$ cat config.mk
export PLATFORM = sky130hd
export DESIGN_NAME = coherence_bus_ctrl_flat
export DESIGN_NICKNAME = d
export VERILOG_FILES = /design/src/rtl/coherence_bus_ctrl_if.sv /design/src/rtl/coherence_bus_ctrl.sv /design/src/flat_wrapper.sv
export SDC_FILE = /design/constraint.sdc
export NUM_CORES = 1
export LEC_CHECK = 0
export CAP_MARGIN = 20
export CORE_AREA = 2 2 193 195
export DETAILED_ROUTE_END_ITERATION = 8
export DIE_AREA = 0 0 195 197
export MAX_ROUTING_LAYER = met4
export PLACE_DENSITY_LB_ADDON = 0.3
export SYNTH_ARGS = -nofsm -noshare
export SYNTH_HDL_FRONTEND = slang
export SYNTH_SLANG_ARGS = --single-unit
$ cat constraint.sdc
create_clock -name CLK -period 3.35 [get_ports CLK]
set_input_delay 0.5025 -clock CLK [delete_from_list [all_inputs] [get_ports CLK]]
set_output_delay 0.5025 -clock CLK [all_outputs]
set_load 0.02 [all_outputs]
$ cat src/rtl/coherence_bus_ctrl_if.sv
// Bus bundle between the two dcache/icache pairs, the coherence controller and RAM.
// The controller connects through the slave modport; caches and RAM sit on the master side.
interface coherence_bus_ctrl_if;
    logic [1:0]        dREN, dWEN, ccwrite, cctrans;
    logic [1:0][31:0]  daddr, dstore;
    logic [1:0]        iREN;
    logic [1:0][31:0]  iaddr;
    logic [1:0]        dwait, iwait;
    logic [1:0][31:0]  dload, iload;
    logic [1:0]        ccwait, ccinv;
    logic [1:0][31:0]  ccsnoopaddr;
    logic              ramREN, ramWEN;
    logic [31:0]       ramaddr, ramstore, ramload;
    logic [1:0]        ramstate;

    modport slave (
        input  dREN, dWEN, ccwrite, cctrans, daddr, dstore, iREN, iaddr, ramload, ramstate,
        output dwait, iwait, dload, iload, ccwait, ccinv, ccsnoopaddr,
        output ramREN, ramWEN, ramaddr, ramstore
    );

    modport master (
        output dREN, dWEN, ccwrite, cctrans, daddr, dstore, iREN, iaddr, ramload, ramstate,
        input  dwait, iwait, dload, iload, ccwait, ccinv, ccsnoopaddr,
        input  ramREN, ramWEN, ramaddr, ramstore
    );
endinterface

$ cat src/rtl/coherence_bus_ctrl.sv
// Two-core snooping bus controller: arbitrates dcache/icache requests, runs snoops,
// cache-to-cache forwarding, write-invalidates and two-word RAM block transfers.
module coherence_bus_ctrl #(
    parameter int CPUS = 2
) (
    input  logic                  CLK,
    input  logic                  nRST,
    coherence_bus_ctrl_if.slave   bus
);
    localparam int          IW         = $clog2(CPUS);
    localparam logic [1:0]  RAM_ACCESS = 2'd2;

    typedef enum logic [3:0] {
        IDLE, SNOOP, FWD0, FWD1, LOAD0, LOAD1, WB0, WB1, INV, IFETCH
    } state_t;

    state_t        state, next_state;
    logic [IW-1:0] req_idx, next_req, rr_ptr, next_rr, oth, pick;
    logic [1:0]    dreq;
    logic          done;

    assign done = (bus.ramstate == RAM_ACCESS);
    assign oth  = ~req_idx;
    assign dreq = bus.dWEN | bus.ccwrite | bus.dREN;

    // Data requests from either core beat instruction fetches; the pointer breaks ties.
    always_comb begin
        pick = rr_ptr;
        if (dreq != 2'b00)
            pick = dreq[rr_ptr] ? rr_ptr : ~rr_ptr;
        else if (bus.iREN != 2'b00)
            pick = bus.iREN[rr_ptr] ? rr_ptr : ~rr_ptr;
    end

    // NOTE: state registers use non-blocking assignments so every flop samples pre-edge values.
    always_ff @(posedge CLK or negedge nRST) begin
        if (!nRST) begin
            state   <= IDLE;
            req_idx <= '0;
            rr_ptr  <= '0;
        end else begin
            state   <= next_state;
            req_idx <= next_req;
            rr_ptr  <= next_rr;
        end
    end

    always_comb begin
        // NOTE: every output and next-state term gets a default first so no latch is inferred.
        next_state      = state;
        next_req        = req_idx;
        next_rr         = rr_ptr;
        bus.dwait       = 2'b11;
        bus.iwait       = 2'b11;
        bus.ccwait      = 2'b00;
        bus.ccinv       = 2'b00;
        bus.ccsnoopaddr = '0;
        bus.dload       = '0;
        bus.iload       = '0;
        bus.ramREN      = 1'b0;
        bus.ramWEN      = 1'b0;
        bus.ramaddr     = 32'h0;
        bus.ramstore    = 32'h0;

        case (state)
            IDLE: begin
                if (dreq != 2'b00 || bus.iREN != 2'b00) begin
                    next_req = pick;
                    next_rr  = ~pick;
                    if (bus.dWEN[pick])         next_state = WB0;
                    else if (bus.ccwrite[pick]) next_state = INV;
                    else if (bus.dREN[pick])    next_state = SNOOP;
                    else                        next_state = IFETCH;
                end
            end

            WB0, WB1: begin
                bus.ramWEN          = 1'b1;
                bus.ramaddr         = bus.daddr[req_idx];
                bus.ramstore        = bus.dstore[req_idx];
                bus.dwait[req_idx]  = ~done;
                if (done) next_state = (state == WB0) ? WB1 : IDLE;
            end

            SNOOP: begin
                bus.ccwait[oth]      = 1'b1;
                bus.ccsnoopaddr[oth] = bus.daddr[req_idx];
                next_state = bus.cctrans[oth] ? FWD0 : LOAD0;
            end

            LOAD0, LOAD1: begin
                bus.ramREN          = 1'b1;
                bus.ramaddr         = bus.daddr[req_idx];
                bus.dload[req_idx]  = bus.ramload;
                bus.dwait[req_idx]  = ~done;
                if (done) next_state = (state == LOAD0) ? LOAD1 : IDLE;
            end

            // The owning cache supplies the block; RAM is updated with the same words.
            FWD0, FWD1: begin
                bus.ccwait[oth]      = 1'b1;
                bus.ccsnoopaddr[oth] = bus.daddr[req_idx];
                bus.dload[req_idx]   = bus.dstore[oth];
                bus.ramWEN           = 1'b1;
                bus.ramaddr          = bus.daddr[req_idx];
                bus.ramstore         = bus.dstore[oth];
                bus.dwait[req_idx]   = ~done;
                if (done) next_state = (state == FWD0) ? FWD1 : IDLE;
            end

            INV: begin
                bus.ccwait[oth]      = 1'b1;
                bus.ccinv[oth]       = 1'b1;
                bus.ccsnoopaddr[oth] = bus.daddr[req_idx];
                bus.ccinv[req_idx]   = 1'b1;
                next_state           = IDLE;
            end

            IFETCH: begin
                bus.ramREN          = 1'b1;
                bus.ramaddr         = bus.iaddr[req_idx];
                bus.iload[req_idx]  = bus.ramload;
                bus.iwait[req_idx]  = ~done;
                if (done) next_state = IDLE;
            end

            default: next_state = IDLE;
        endcase
    end
endmodule

$ cat src/flat_wrapper.sv
// flat-port wrapper written by rule: the top's interface ports become plain ports
module coherence_bus_ctrl_flat 
#(
    parameter int CPUS = 2
)
  (CLK, nRST, bus_dREN, bus_dWEN, bus_ccwrite, bus_cctrans, bus_daddr, bus_dstore, bus_iREN, bus_iaddr, bus_ramload, bus_ramstate, bus_dwait, bus_iwait, bus_dload, bus_iload, bus_ccwait, bus_ccinv, bus_ccsnoopaddr, bus_ramREN, bus_ramWEN, bus_ramaddr, bus_ramstore);
  coherence_bus_ctrl_if bus_i ();
  input  logic CLK;
  input  logic nRST;
  input wire logic [$bits(bus_i.dREN)-1:0] bus_dREN;
  input wire logic [$bits(bus_i.dWEN)-1:0] bus_dWEN;
  input wire logic [$bits(bus_i.ccwrite)-1:0] bus_ccwrite;
  input wire logic [$bits(bus_i.cctrans)-1:0] bus_cctrans;
  input wire logic [$bits(bus_i.daddr)-1:0] bus_daddr;
  input wire logic [$bits(bus_i.dstore)-1:0] bus_dstore;
  input wire logic [$bits(bus_i.iREN)-1:0] bus_iREN;
  input wire logic [$bits(bus_i.iaddr)-1:0] bus_iaddr;
  input wire logic [$bits(bus_i.ramload)-1:0] bus_ramload;
  input wire logic [$bits(bus_i.ramstate)-1:0] bus_ramstate;
  output wire logic [$bits(bus_i.dwait)-1:0] bus_dwait;
  output wire logic [$bits(bus_i.iwait)-1:0] bus_iwait;
  output wire logic [$bits(bus_i.dload)-1:0] bus_dload;
  output wire logic [$bits(bus_i.iload)-1:0] bus_iload;
  output wire logic [$bits(bus_i.ccwait)-1:0] bus_ccwait;
  output wire logic [$bits(bus_i.ccinv)-1:0] bus_ccinv;
  output wire logic [$bits(bus_i.ccsnoopaddr)-1:0] bus_ccsnoopaddr;
  output wire logic [$bits(bus_i.ramREN)-1:0] bus_ramREN;
  output wire logic [$bits(bus_i.ramWEN)-1:0] bus_ramWEN;
  output wire logic [$bits(bus_i.ramaddr)-1:0] bus_ramaddr;
  output wire logic [$bits(bus_i.ramstore)-1:0] bus_ramstore;
  assign bus_i.dREN = bus_dREN;
  assign bus_i.dWEN = bus_dWEN;
  assign bus_i.ccwrite = bus_ccwrite;
  assign bus_i.cctrans = bus_cctrans;
  assign bus_i.daddr = bus_daddr;
  assign bus_i.dstore = bus_dstore;
  assign bus_i.iREN = bus_iREN;
  assign bus_i.iaddr = bus_iaddr;
  assign bus_i.ramload = bus_ramload;
  assign bus_i.ramstate = bus_ramstate;
  assign bus_dwait = bus_i.dwait;
  assign bus_iwait = bus_i.iwait;
  assign bus_dload = bus_i.dload;
  assign bus_iload = bus_i.iload;
  assign bus_ccwait = bus_i.ccwait;
  assign bus_ccinv = bus_i.ccinv;
  assign bus_ccsnoopaddr = bus_i.ccsnoopaddr;
  assign bus_ramREN = bus_i.ramREN;
  assign bus_ramWEN = bus_i.ramWEN;
  assign bus_ramaddr = bus_i.ramaddr;
  assign bus_ramstore = bus_i.ramstore;
  coherence_bus_ctrl #(.CPUS(CPUS)) u_core (.CLK(CLK), .nRST(nRST), .bus(bus_i));
endmodule
==> results.tsv, run 1 <==
stage	metric	value	unit
run_status	outcome	completed	
setup_path	Crit. End Element	output pin	
setup_path	critical path's slowest cell	clkdlybuf4s50_1	
sta	clk_skew	4.46	ps
logic_synthesis	top_reg_cell synth	dfrtp_1	
setup_path	Worst R2R Start	u_core.state[1]	
setup_path	Buf+Inv Stages, Crit Path	2	
setup_path	crit path DAT	2610	ps
sta	Final Max Slew Viols	0	
clocking	Hold Buf Count CTS	0	
routing	via count	5953	
setup_path	CP max FO	23	
routing	Met3 Wirelength	2.09	mm
setup_path	R2R cell count	4	
power	combinational share of power	0.942	
floorplan	die footprint	0.0384	mm^2
logic_synthesis	commonest cells in the netlist	and2_1, nand2_1, mux2i_1	
power	Seq pwr share	0.031	
grt	largest net degree at the start of global routing	34	
sta	fmax	321	MHz
floorplan	die width	195	um
power	internal power	3.42	mW
sta	Hold Vio Cnt, Final	0	
setup_path	Worst path depth	5	
floorplan	core box area	0.0363	mm^2
routing	DRT antenna net count	0	
power	leakage	3.49	nW
sta	TNS Setup	0	ps
cells_and_area	cell area after layout	0.00915	mm^2
sta	Max-slew headroom	0.502	
place	Final GP Congestion	0.873	
logic_synthesis	Yosys reg bits	6	
logic_synthesis	mean area per synthesized cell	6.67	um^2
cells_and_area	area grow syn2layout	166	%
routing	WL/cell	19.5	um
grt	vias in the first global route	6162	
logic_synthesis	count leader, synth	and2_1	
setup_path	worst setup path class	reg -> out	
logic_synthesis	syn_nets	753	
clocking	postcts setup bufs	0	
routing	wl on met1	10.8	mm
sta	Setup Viol. Count Final	0	
clocking	Longest Clk Path Bufs	2	
flow_run	MaxCap Viol Count	0	
setup_path	CP Launch Type	register	
power	Sw Ratio	0.537	
place	HPWL after DPL	23.4	mm
logic_synthesis	Post-synth EDFFs	0	
power	clock power share	0.027	
power	Pwr per Cell Area	806	mW/mm^2
logic_synthesis	post-synth cell types	35	
power	Psw	3.96	mW
floorplan	die height	197	um
logic_synthesis	asr flop ratio synth	1.00	
grt	first-pass GRT wire length	40.8	mm
logic_synthesis	largest area contributor in the netlist	and2_1	
setup_path	Critical Path RT	2850	ps
clocking	Num CTS Buffers	3	
routing	via-per-instance ratio	4.10	
logic_synthesis	share of the synthesized area in the top cell type	0.235	
sta	Final Hold Slack	538	ps
sta	RSZ-0062 raised after global routing	no	
setup_path	CP peak stage delay	720	ps
clocking	clock slew at reported path FFs	40	ps
logic_synthesis	Synth Instances	515	
cells_and_area	layout cells sized above 1	0.0447	
clocking	clk_lat worst skew	230	ps
routing	DR iter-0 viols	180	
power	VDD IR-drop max	454	uV
routing	met2 routed WL	14.8	mm
sta	slew at the pin closest to its max-slew limit	741	ps
sta	final cycle utilization of the critical path	0.930	
min_path	Hold Path Class	in -> async	
routing	Highest Signal Layer	met4	
logic_synthesis	register area share after synthesis	0.0437	
place	placement-stage cell area	0.00906	mm^2
grt	All-Layer GR Usage	0.143	
setup_path	crit path cell chain	xor2_4 -> buf_12 -> nand2_1 -> a21oi_1 -> clkdlybuf4s50_1	
setup_path	Worst R2R Setup Slack	1560	ps
clocking	clk sinks	6	
setup_path	family with the most delay on the worst path	buffers and inverters	
setup_path	worst r2r dst	u_core.req_idx	
sta	crit path time final	3120	ps
logic_synthesis	Yosys warnings	0	
routing	detailed-route wire length	28.3	mm
place	port buffer count	503	
logic_synthesis	Synth area leaders	and2_1, mux2i_1, a22o_1	
logic_synthesis	post-synthesis cell area	0.00343	mm^2
grt	total global routing overflow	0	
clocking	CTS Root Cell	clkbuf_16	
routing	DR pass1 iterations	7	
floorplan	initial core utilization	0.0947	
clocking	CTS tree	yes	
cells_and_area	fin nets	1223	
floorplan	# rows	70	
floorplan	IO Count	504	
clocking	H-tree depth	1	
routing	# DRC	0	
clocking	post_cts resized	0	
grt	initial antenna violation count	1	
[registers in the layout (all words and copies together) (netlist names)]
register and cells:
u_core.req_idx 1, u_core.rr_ptr 1, u_core.state 4
[logic make-up (layout without fill, tap and decap cells)]
| logic type | Yosys count | count (layout) | synth area share |
|---|---|---|---|
| simple gates | 230 | 230 | 0.364 |
| compound gates | 149 | 149 | 0.310 |
| mux | 66 | 66 | 0.193 |
| buf+inv | 60 | 529 | 0.0790 |
| flops | 6 | 6 | 0.0437 |
| xor+xnor | 4 | 4 | 0.0102 |
| other cells | 0 | 1 | 0 |
[power by group through the flow]
stage               registers, mW  clock network, mW  logic (mW)
floorplan                   0.122                  0        3.65
global placement            0.229                  0        7.06
detailed placement          0.230                  0        7.04
CTS                         0.229              0.203        7.07
global route                0.243              0.209        7.39
finish                      0.229              0.201        6.94
[placed cells by master (no fill, tap or decap), types with 2 or more instances in the layout]
cell / synthesis / routed
nand2_1: 70 / 70
nor3_4: 0 / 2
nand2b_1: 3 / 2
nand3_1: 2 / 2
buf_4: 2 / 18
dfrtp_1: 6 / 5
nor2_1: 9 / 5
mux2i_1: 65 / 65
clkbuf_16: 0 / 3
o21a_1: 2 / 2
o221ai_1: 2 / 2
a21oi_1: 40 / 40
o22ai_1: 34 / 34
nor2_2: 1 / 4
nor3_1: 5 / 3
clkdlybuf4s50_1: 0 / 497
o21ai_0: 3 / 3
nor3_2: 2 / 2
a22o_1: 64 / 64
and2_1: 129 / 129
nor2b_1: 3 / 3
buf_12: 0 / 6
inv_1: 4 / 4
[how the worst max path moves through the flow]
stage,start,endpoint,slack (ps)
floorplan,u_core.state[2],bus_ccsnoopaddr[23],1280
detailed placement,u_core.req_idx,bus_ramstore[16],440
CTS,u_core.req_idx,bus_ramstore[3],190
global route,u_core.req_idx,bus_ramstore[3],120
finish,u_core.req_idx,bus_ramstore[3],230
global placement,u_core.req_idx,bus_ramstore[16],440
[per-stage QoR]
step                 util  setup slack, ps  power [mW]  instances
floorplan               -             1280        3.77        515
global placement    0.250              442        7.29       1448
detailed placement  0.250              440        7.27       1448
CTS                 0.252              189        7.50       1452
global route        0.252              121        7.84       1453
finish              0.252              234        7.37       1453
[layout make-up]
type	instances	area, um^2
fillers	3988	27100
repair buffers	521	5230
multi-input cells	449	3080
well taps	468	586
flip-flops and latches	6	154
clock buffers	4	78.8
inverters	4	15.0
diodes	1	2.50
[metal layers]
layer | vias to the layer above | track usage
met5 | - | -
met4 | 0 | 0.0353
met3 | 36 | 0.0209
met2 | 370 | 0.265
met1 | 2761 | 0.162
li1 | 2786 | -
Power figures use the tool's default switching activity.
==> run 2, diff against run 1 <==
Settings changed: PLACE_DENSITY from default to 0.35, PLACE_DENSITY_LB_ADDON 0.3 to default.
==> run 2 against run 1 <==
  * Routed wire length is 14% higher
  * Global-route usage up 2.0 points
  * Combinational power up 2%
  * Utilization rose by 0.21 points
  * Clock power about the same
  * Register-to-register slack worse by 150 ps
  * Die area unchanged
  * Via count decreased by 2.3%
  * Sequential share of layout area is essentially flat
  * First-iteration DRC count shrank 23%
  * Largest power group unchanged
==> results.tsv, run 2 (synthesized netlist as in run 1, its figures left out) <==
stage	metric	value	unit	change
run_status	outcome	completed		unchanged
power	VDD IR-drop max	358	uV	was 454 uV
sta	crit path time final	3050	ps	was 3120 ps
power	total power	7.53	mW	was 7.37 mW
clocking	clk sinks	6		unchanged
sta	final cycle utilization of the critical path	0.909		was 0.930
routing	via-per-instance ratio	4.00		was 4.10
sta	fmax	328	MHz	was 321 MHz
sta	Setup Viol. Count Final	0		unchanged
place	HPWL after DPL	26.5	mm	was 23.4 mm
cells_and_area	Finished Core Util	0.254		was 0.252
cells_and_area	cell area after layout	0.00922	mm^2	was 0.00915 mm^2
cells_and_area	fin nets	1225		was 1223
cells_and_area	Biggest register	u_core.state		unchanged
cells_and_area	Largest register FFs	4		unchanged
sta	clk_skew	1.29	ps	was 4.46 ps
routing	DR iter-0 viols	139		was 180
cells_and_area	biggest regs	u_core.state x4, u_core.req_idx x1, u_core.rr_ptr x1		unchanged
grt	first-pass GRT wire length	45.2	mm	was 40.8 mm
setup_path	crit path DAT	2540	ps	was 2610 ps
grt	largest net degree at the start of global routing	49		was 34
clocking	Hold Buf Count CTS	0		unchanged
place	port buffer count	503		unchanged
grt	vias in the first global route	6340		was 6162
cells_and_area	most frequent cells in the layout	clkdlybuf4s50_1, and2_1, nand2_1		unchanged
sta	Final Max Slew Viols	0		unchanged
sta	Max-slew headroom	0.485		was 0.502
routing	# DRC	0		unchanged
floorplan	IO Count	504		unchanged
power	Pwr per Cell Area	817	mW/mm^2	was 806 mW/mm^2
routing	DR pass1 iterations	4		was 7
clocking	clock slew at reported path FFs	40	ps	about the same
sta	Hold Vio Cnt, Final	0		unchanged
cells_and_area	area grow syn2layout	169	%	was 166%
grt	total global routing overflow	0		unchanged
setup_path	worst setup path class	reg -> out		unchanged
setup_path	Crit. End Element	output pin		unchanged
sta	setup ws final	304	ps	was 234 ps
sta	RSZ-0062 raised after global routing	no		unchanged
floorplan	# rows	70		unchanged
clocking	post_cts resized	0		unchanged
flow_run	MaxCap Viol Count	0		unchanged
routing	WL/cell	22.2	um	was 19.5 um
place	Final GP Congestion	0.789		was 0.873
floorplan	die height	197	um	unchanged
clocking	Longest Clk Path Bufs	2		unchanged
routing	DRT antenna net count	0		unchanged
setup_path	Critical Path RT	2850	ps	about the same
cells_and_area	layout cells sized above 1	0.0426		was 0.0447
floorplan	initial core utilization	0.0947		unchanged
place	placement-stage cell area	0.00914	mm^2	was 0.00906 mm^2
clocking	postcts setup bufs	0		unchanged
clocking	H-tree depth	1		unchanged
place	placed insts	1450		was 1448
sta	TNS Setup	0	ps	unchanged
cells_and_area	most common cell after layout, fill and taps aside	clkdlybuf4s50_1		unchanged
min_path	Hold Path Class	in -> async		unchanged
setup_path	CP max FO	33		was 23
grt	initial antenna violation count	2		was 1
routing	detailed-route wire length	32.4	mm	was 28.3 mm
floorplan	core box area	0.0363	mm^2	unchanged
sta	Final Hold Slack	535	ps	was 538 ps
floorplan	die width	195	um	unchanged
floorplan	die footprint	0.0384	mm^2	unchanged
power	leakage	3.50	nW	was 3.49 nW
clocking	CTS tree	yes		unchanged
cells_and_area	fillers	3997		was 3988
routing	via count	5817		was 5953
clocking	CTS Root Cell	clkbuf_16		unchanged
sta	slew at the pin closest to its max-slew limit	772	ps	was 741 ps
place	pre-CTS setup slack	515	ps	was 440 ps
clocking	Num CTS Buffers	3		unchanged
cells_and_area	final std cells w/o fill	1456		was 1453
setup_path	CP Launch Type	register		unchanged
grt	All-Layer GR Usage	0.163		was 0.143
clocking	clk_lat worst skew	230	ps	about the same
run 2: routing by layer:
metal / part of all wire / up-vias / global-route usage
met4: 0.020 / 0 / 0.0365
met3: 0.070 / 22 / 0.0346
li1: - / 2794 / -
met1: 0.37 / 2684 / 0.169
met2: 0.54 / 317 / 0.316
met5: 0 / - / -
run 2: final timing paths:
check	from	end	slack, ps	cells after the start
worst min register to register	u_core.state[3]	u_core.state[1]	640	1
worst min-delay path	nRST	u_core.state[1]	540	1
max in group asynchronous	nRST	u_core.req_idx	2550	1
worst max-delay path	u_core.state[2]	bus_ramaddr[13]	300	4
worst max register to register	u_core.state[2]	u_core.req_idx	1410	4
min in group CLK	u_core.state[3]	u_core.state[1]	640	1
run 2: power breakdown:
| part | total, mW | internal, mW | switching (mW) |
|---|---|---|---|
| Clock | 0.200 | 0.158 | 0.0421 |
| Sequential | 0.218 | 0.112 | 0.106 |
| Combinational | 7.11 | 3.21 | 3.91 |
run 2: worst max-delay path: stages (launching register included):
cell and delay, ps:
dfrtp_1 630, nor2_2 90, or2_2 580, o22ai_1 330
clkdlybuf4s50_1 650
run 2: layout make-up:
type / count / area, um^2 / share of cell area
repair buffers: 523 / 5310 / 0.575
inverters: 4 / 15.0 / 0.00163
well taps: 468 / 586 / 0.0635
clock buffers: 4 / 78.8 / 0.00855
multi-input cells: 449 / 3080 / 0.334
diodes: 2 / 5.00 / 0.000543
flip-flops and latches: 6 / 154 / 0.0167
